`src/rtl/pipe_pkg.sv`:
```
// Shared pipeline-control definitions: stall encodings, exception codes and
// the controller state type. Imported by the stage registers as well.
package pipe_pkg;

   // Per-stage stall bit meaning
   localparam logic Stop   = 1'b1;
   localparam logic NoStop = 1'b0;

   // Stall vector encodings: bit0 PC .. bit5 WB
   localparam logic [5:0] STALL_NONE = 6'b000000;
   localparam logic [5:0] STALL_ID   = 6'b000111;
   localparam logic [5:0] STALL_EX   = 6'b001111;
   localparam logic [5:0] STALL_MEM  = 6'b011111;

   // Exception type that returns to the saved EPC instead of the vector
   localparam logic [31:0] EXC_ERET = 32'h0000_000e;

   typedef enum logic [0:0] {
      RUN     = 1'b0,
      EX_WAIT = 1'b1
   } ctrl_state_e;

   // True when the MEM-stage exception is a return-from-exception
   function automatic logic is_eret(input logic [31:0] excptype);
      return (excptype == EXC_ERET);
   endfunction

endpackage

```
`src/rtl/pipe_ctrl_sat_counter.sv`:
```
// Saturating up-counter with enable and synchronous clear.
module sat_counter #(
   parameter int W = 32
) (
   input  logic         clk,
   input  logic         clr_i,
   input  logic         en_i,
   output logic [W-1:0] cnt_o
);

   localparam logic [W-1:0] ONE = {{(W-1){1'b0}}, 1'b1};

   logic [W-1:0] cnt_q;
   logic [W-1:0] cnt_d;

   // Next count: clear wins, then increment unless already at all-ones
   always_comb begin
      cnt_d = cnt_q;
      if (clr_i) begin
         cnt_d = '0;
      end else if (en_i && (cnt_q != {W{1'b1}})) begin
         cnt_d = cnt_q + ONE;
      end else begin
         cnt_d = cnt_q;
      end
   end

   // Count register
   always_ff @(posedge clk) begin
      cnt_q <= cnt_d;
   end

   assign cnt_o = cnt_q;

endmodule

```
`src/rtl/pipe_ctrl.sv`:
```
// Central pipeline controller: stall vector, multi-cycle EX sequencing with
// watchdog, exception/ERET flush and redirect, stall-cycle performance counter.
// Control outputs are combinational so ID_EX can form a bubble in the same cycle.
module pipe_ctrl
   import pipe_pkg::*;
#(
   parameter logic [31:0] EXC_VECTOR = 32'h0000_0040,
   parameter int          EX_TIMEOUT = 64,   // must be >= 2
   parameter int          CNT_W      = 32
) (
   input  logic             clk,
   input  logic             rst,
   input  logic             stallreq_id_i,
   input  logic             ex_start_i,
   input  logic             ex_done_i,
   input  logic             stallreq_mem_i,
   input  logic [31:0]      excptype_i,
   input  logic [31:0]      epc_i,
   output logic [5:0]       stall_o,
   output logic             flush_o,
   output logic [31:0]      new_pc_o,
   output logic             ex_abort_o,
   output logic             timeout_o,
   output logic [CNT_W-1:0] stall_cnt_o
);

   localparam int              WAIT_W    = $clog2(EX_TIMEOUT);
   localparam logic [WAIT_W-1:0] WAIT_LAST = WAIT_W'(EX_TIMEOUT - 1);
   localparam logic [WAIT_W-1:0] WAIT_ONE  = {{(WAIT_W-1){1'b0}}, 1'b1};

   ctrl_state_e       state_q, state_d;
   logic [WAIT_W-1:0] wait_q, wait_d;

   logic        exc_s;
   logic [5:0]  stall_s;
   logic        flush_s;
   logic [31:0] new_pc_s;
   logic        abort_s;
   logic        timeout_s;

   assign exc_s = (excptype_i != 32'h0000_0000);

   // Next state, wait counter and control outputs, in priority order:
   // exception > watchdog > mem stall > EX wait > ID stall
   always_comb begin
      state_d   = state_q;
      wait_d    = wait_q;
      stall_s   = STALL_NONE;
      flush_s   = 1'b0;
      new_pc_s  = 32'h0000_0000;
      abort_s   = 1'b0;
      timeout_s = 1'b0;
      if (rst) begin
         // Outputs stay at zero; an in-flight op is dropped without abort
         state_d = RUN;
         wait_d  = '0;
      end else if (exc_s) begin
         flush_s  = 1'b1;
         new_pc_s = is_eret(excptype_i) ? epc_i : EXC_VECTOR;
         abort_s  = (state_q == EX_WAIT);
         state_d  = RUN;
         wait_d   = '0;
      end else begin
         case (state_q)
            RUN: begin
               wait_d = '0;
               if (ex_start_i) begin
                  // Op is accepted even under a mem stall; the stall vector
                  // just reflects the stronger mem request this cycle
                  state_d = EX_WAIT;
                  stall_s = stallreq_mem_i ? STALL_MEM : STALL_EX;
               end else if (stallreq_mem_i) begin
                  stall_s = STALL_MEM;
               end else if (stallreq_id_i) begin
                  stall_s = STALL_ID;
               end else begin
                  stall_s = STALL_NONE;
               end
            end
            EX_WAIT: begin
               if (ex_done_i) begin
                  // Done pulse is consumed even if mem is stalling
                  state_d = RUN;
                  wait_d  = '0;
                  stall_s = stallreq_mem_i ? STALL_MEM : STALL_NONE;
               end else if (wait_q == WAIT_LAST) begin
                  timeout_s = 1'b1;
                  abort_s   = 1'b1;
                  flush_s   = 1'b1;
                  new_pc_s  = EXC_VECTOR;
                  state_d   = RUN;
                  wait_d    = '0;
               end else if (stallreq_mem_i) begin
                  // Watchdog time does not elapse while memory holds the pipe
                  stall_s = STALL_MEM;
                  wait_d  = wait_q;
               end else begin
                  stall_s = STALL_EX;
                  wait_d  = wait_q + WAIT_ONE;
               end
            end
            default: begin
               state_d = RUN;
               wait_d  = '0;
            end
         endcase
      end
   end

   // State and watchdog counter registers
   always_ff @(posedge clk) begin
      if (rst) begin
         state_q <= RUN;
         wait_q  <= '0;
      end else begin
         state_q <= state_d;
         wait_q  <= wait_d;
      end
   end

   sat_counter #(.W(CNT_W)) u_stall_cnt (
      .clk   (clk),
      .clr_i (rst),
      .en_i  (stall_s != STALL_NONE),
      .cnt_o (stall_cnt_o)
   );

   assign stall_o    = stall_s;
   assign flush_o    = flush_s;
   assign new_pc_o   = new_pc_s;
   assign ex_abort_o = abort_s;
   assign timeout_o  = timeout_s;

endmodule

```
`config.mk`:
```
export PLATFORM = sky130hd
export DESIGN_NAME = pipe_ctrl
export DESIGN_NICKNAME = d
export VERILOG_FILES = /design/src/rtl/pipe_pkg.sv /design/src/rtl/pipe_ctrl_sat_counter.sv /design/src/rtl/pipe_ctrl.sv
export SDC_FILE = /design/constraint.sdc
export NUM_CORES = 1
export LEC_CHECK = 0
export CAP_MARGIN = 20
export CELL_PAD_IN_SITES_DETAIL_PLACEMENT = 0
export CELL_PAD_IN_SITES_GLOBAL_PLACEMENT = 1
export CORE_UTILIZATION = 27
export DETAILED_ROUTE_END_ITERATION = 10
export GPL_TIMING_DRIVEN = 0
export PLACE_DENSITY = 0.85
export SLEW_MARGIN = 20
export SYNTH_ARGS = -nofsm -noshare
export SYNTH_HDL_FRONTEND = slang
export SYNTH_HIERARCHICAL = 1
export SYNTH_SLANG_ARGS = --single-unit
```
`constraint.sdc`:
```
create_clock -name clk -period 3.73 [get_ports clk]
set_input_delay 0.373 -clock clk [delete_from_list [all_inputs] [get_ports clk]]
set_output_delay 0.373 -clock clk [all_outputs]
set_load 0.02 [all_outputs]
```
==> flow_summary.ini <==
[setup_path]
cpMostUsedCell = nand4_1
crit_family = simple AND/OR/NAND/NOR gates
critPathLaunchType = input port
rr_worst_depth = 10
r2r_slack_ns = 0.81
cp_max_fo = 9
crit_start = excptype_i[17]
r2r-start = wait_q[0]$_SDFFE_PP0P_
crit_arrival_ns = 3.69
path_cells = clkdlybuf4s50_1 > or4_1 > nor3_1 > nand3_2 > nor3_4 > nand4_1 > buf_4 > nor4_4 > nand4_1 > nor4_1 > mux2_2
slowest_delay_ns = 0.55
critPathKind = in -> reg
worstReg2RegEnd = u_stall_cnt/cnt_o[31]$_SDFFE_PP0P_
worstSetupEndpointType = register
critPathSlowestCell = or4_1
worstPathRequired_ns = 3.91
crit_buf_inv = 2

[logic_synthesis]
synth_nets = 390
yosysTopAreaCell = dfxtp_1
synth_ff_type = dfxtp_1
synth.area.top_cells = dfxtp_1 (30%), and4b_1 (12%), a21oi_1 (4.8%), or4_1 (4.3%), o31ai_1 (3.4%)
synthDistinctLibCells = 50
ys_ff_latch = 39
synth.avg_cell_area_sq_um = 8.27
synth.cell_area_sq_um = 2630
synthArstFlopShare_pct = 0
synth_top_area_share_pct = 29.7
ys_warn_count = 6
synth_edf_count = 0
netlist_instances = 318
ys_seq_area_share_pct = 29.7

[die]
rows = 35
fp.dieArea_sq_um = 10100
ios = 143
core_area_sq_um = 9330
die_w_um = 101
die_h_um = 101
start_util_pct = 28.2

[drt]
wl_per_cell_um = 15.9
via_count = 3111
via_per_inst = 5.21
wl_mm = 9.52
drc = 0
ant_nets = 0
dr.pass1.iters = 4
dr.first_iter.drc_count = 161

[clocking]
cts_tree = done
clk_root_buffer_cell = clkbuf_8
clockBufferDepth = 2
cts_max_level = 2
hold_buffers = 0
cts_made_buffers = 5
cts_sinks = 39
cts.clk_slew.worst_paths_ns = 0.08
insertion_delay_ns = 0.29

[timing]
rsz0062_at_grt = false
skew_ns = 0.00788
fin_setup_tns_ns = 0
drv_slew = 0
relSlewSlack_pct = 53.8
finalCritPeriodShare_pct = 94.0
timing.fmax_mhz = 285
min_period_ns = 3.50
setup_viol_count_final = 0
worst_pin_slew_ns = 0.688
hold_viol = 0
final.setup.worst_slack_ns = 0.225

[finish]
layout-drive-gt1-share_pct = 7.69
register_area_sq_um = 781
area_delta_synth_final_pct = 64.0
final_cell_mix = clkdlybuf4s50_1 (140), dfxtp_1 (39), and4b_1 (31), a21oi_1 (25), nor2_1 (17)
num-fill-cells = 961
multi_input_area_sq_um = 1740
final_cell_area_sq_um = 4310
nets = 539
final_common_cell = clkdlybuf4s50_1
diodes = 0

[place]
place_ws_ns = -0.908
hpwl_mm = 7.42
place.gp.congestion = 0.853
postPlaceCellArea_sq_um = 4190
io_buffer_count = 140

[hold_path]
min_path_cells = 2
hp-class = reg -> reg
hold_start = u_stall_cnt/cnt_o[11]$_SDFFE_PP0P_
min_to = u_stall_cnt/cnt_o[11]$_SDFFE_PP0P_

[grt]
grt_usage_pct = 18.5
grt_start_max_net_pins = 12
grt_pass1_vias = 2960
overflow = 0
antenna_found_initial = 0
grt_pass1_wl_mm = 14.9

[power_and_ir_drop]
powerDensity_nw_per_um2 = 186
peakVddDrop_mv = 0.125
leakage_nw = 1.44
power.total_w = 0.000804

[run_status]
outcome = finished clean

[run]
timing.max_cap.violations = 0
-- final cells by class --
| class | count | share of cell area [%] |
|---|---|---|
| multi-input combinational | 250 | 40.4 |
| timing repair buffer | 142 | 32.9 |
| clock inverter | 1 | 0.116 |
| buffer | 24 | 2.55 |
| clock buffer | 7 | 1.77 |
| inverter | 5 | 0.435 |
| sequential | 39 | 18.1 |
| tap | 129 | 3.74 |
-- registers in the layout, summed over array words and instances (netlist names) --
name,flops
state_q,1
u_stall_cnt/cnt_o,32
wait_q,6
-- stage by stage --
| stage | instances | hold slack (ns) | util [%] |
|---|---|---|---|
| 3_5_place_dp | 587 | 0.505 | 44.9 |
| 3_3_place_gp | 587 | 0.478 | 44.9 |
| 5_1_grt | 597 | 0.538 | 46.2 |
| 2_1_floorplan | 318 | 0.493 | - |
| 4_1_cts | 597 | 0.517 | 46.1 |
| 6_report | 597 | 0.515 | 46.2 |
-- tightest hold or removal path, cell delays in order, from the launching register on --
cell,delay [ns]
dfxtp_1,0.34
o21ai_0,0.08
a21oi_1,0.06
-- per-layer routing --
layer / wire [um] / part of all wire (%) / track usage, %
met5: 0 / 0 / 0
met4: 63 / 0.66 / 2.90
met3: 404 / 4.2 / 3.33
met2: 4650 / 49 / 31.9
met1: 4400 / 46 / 24.4
-- report_power, final --
group	internal (W)	total (W)	switching (W)	leakage (nW)
clock network	0.000131	0.000282	0.000151	0.0422
registers	0.000416	0.000416	0.00000000000000872	0.314
logic	0.0000734	0.000105	0.0000318	1.08
-- what timing repair did --
action / 4_1_cts / 5_1_grt
gates resized for setup: 2 / 2
endpoints found under the setup margin: 7 / 6
setup buffers: 2 / 0
pin swaps: 1 / 0
-- logic make-up after synthesis --
kind of cell               Yosys count  share of synthesized area (%)
and+or+nand+nor                    172                           43.9
AOI/OAI and AO/OA                   62                           15.8
muxes                                4                           1.62
other                                1                          0.143
DFF                                 39                           29.7
xor gates and xnor gates             9                           3.00
adders and majority gates            2                          0.952
buffers and inverters               29                           4.90
-- synthesized netlist by cell type, types with 2 or more instances --
cell type / count
mux2i_1: 2
o21ai_0: 10
or3_4: 2
nand2b_1: 3
a21oi_1: 25
and4b_1: 31
dfxtp_1: 39
nor4_1: 10
nand3_1: 16
nor3b_1: 3
inv_1: 4
o31ai_1: 12
xor2_1: 3
or3_1: 12
nor4_2: 2
a2111oi_0: 2
a211oi_1: 2
nor2b_1: 3
and3_1: 4
clkbuf_1: 14
nand2_1: 15
nor2_1: 18
nand3_2: 2
buf_4: 3
a31oi_1: 2
a2111oi_2: 2
xnor2_1: 6
and2_1: 2
or4_1: 15
nor3_1: 11
buf_2: 7
ha_1: 2
nand4_1: 13
and4_1: 5
-- worst max-delay path by stage --
stage,end,cells past startpoint,slack [ns]
2_1_floorplan,u_stall_cnt/cnt_o[31]$_SDFFE_PP0P_,9,0.35
3_3_place_gp,u_stall_cnt/cnt_o[31]$_SDFFE_PP0P_,10,-0.87
3_5_place_dp,u_stall_cnt/cnt_o[31]$_SDFFE_PP0P_,10,-0.91
4_1_cts,u_stall_cnt/cnt_o[31]$_SDFFE_PP0P_,11,0.07
5_1_grt,u_stall_cnt/cnt_o[31]$_SDFFE_PP0P_,11,0.03
6_report,u_stall_cnt/cnt_o[31]$_SDFFE_PP0P_,11,0.23
No activity file was read; power rests on OpenSTA's default activity.
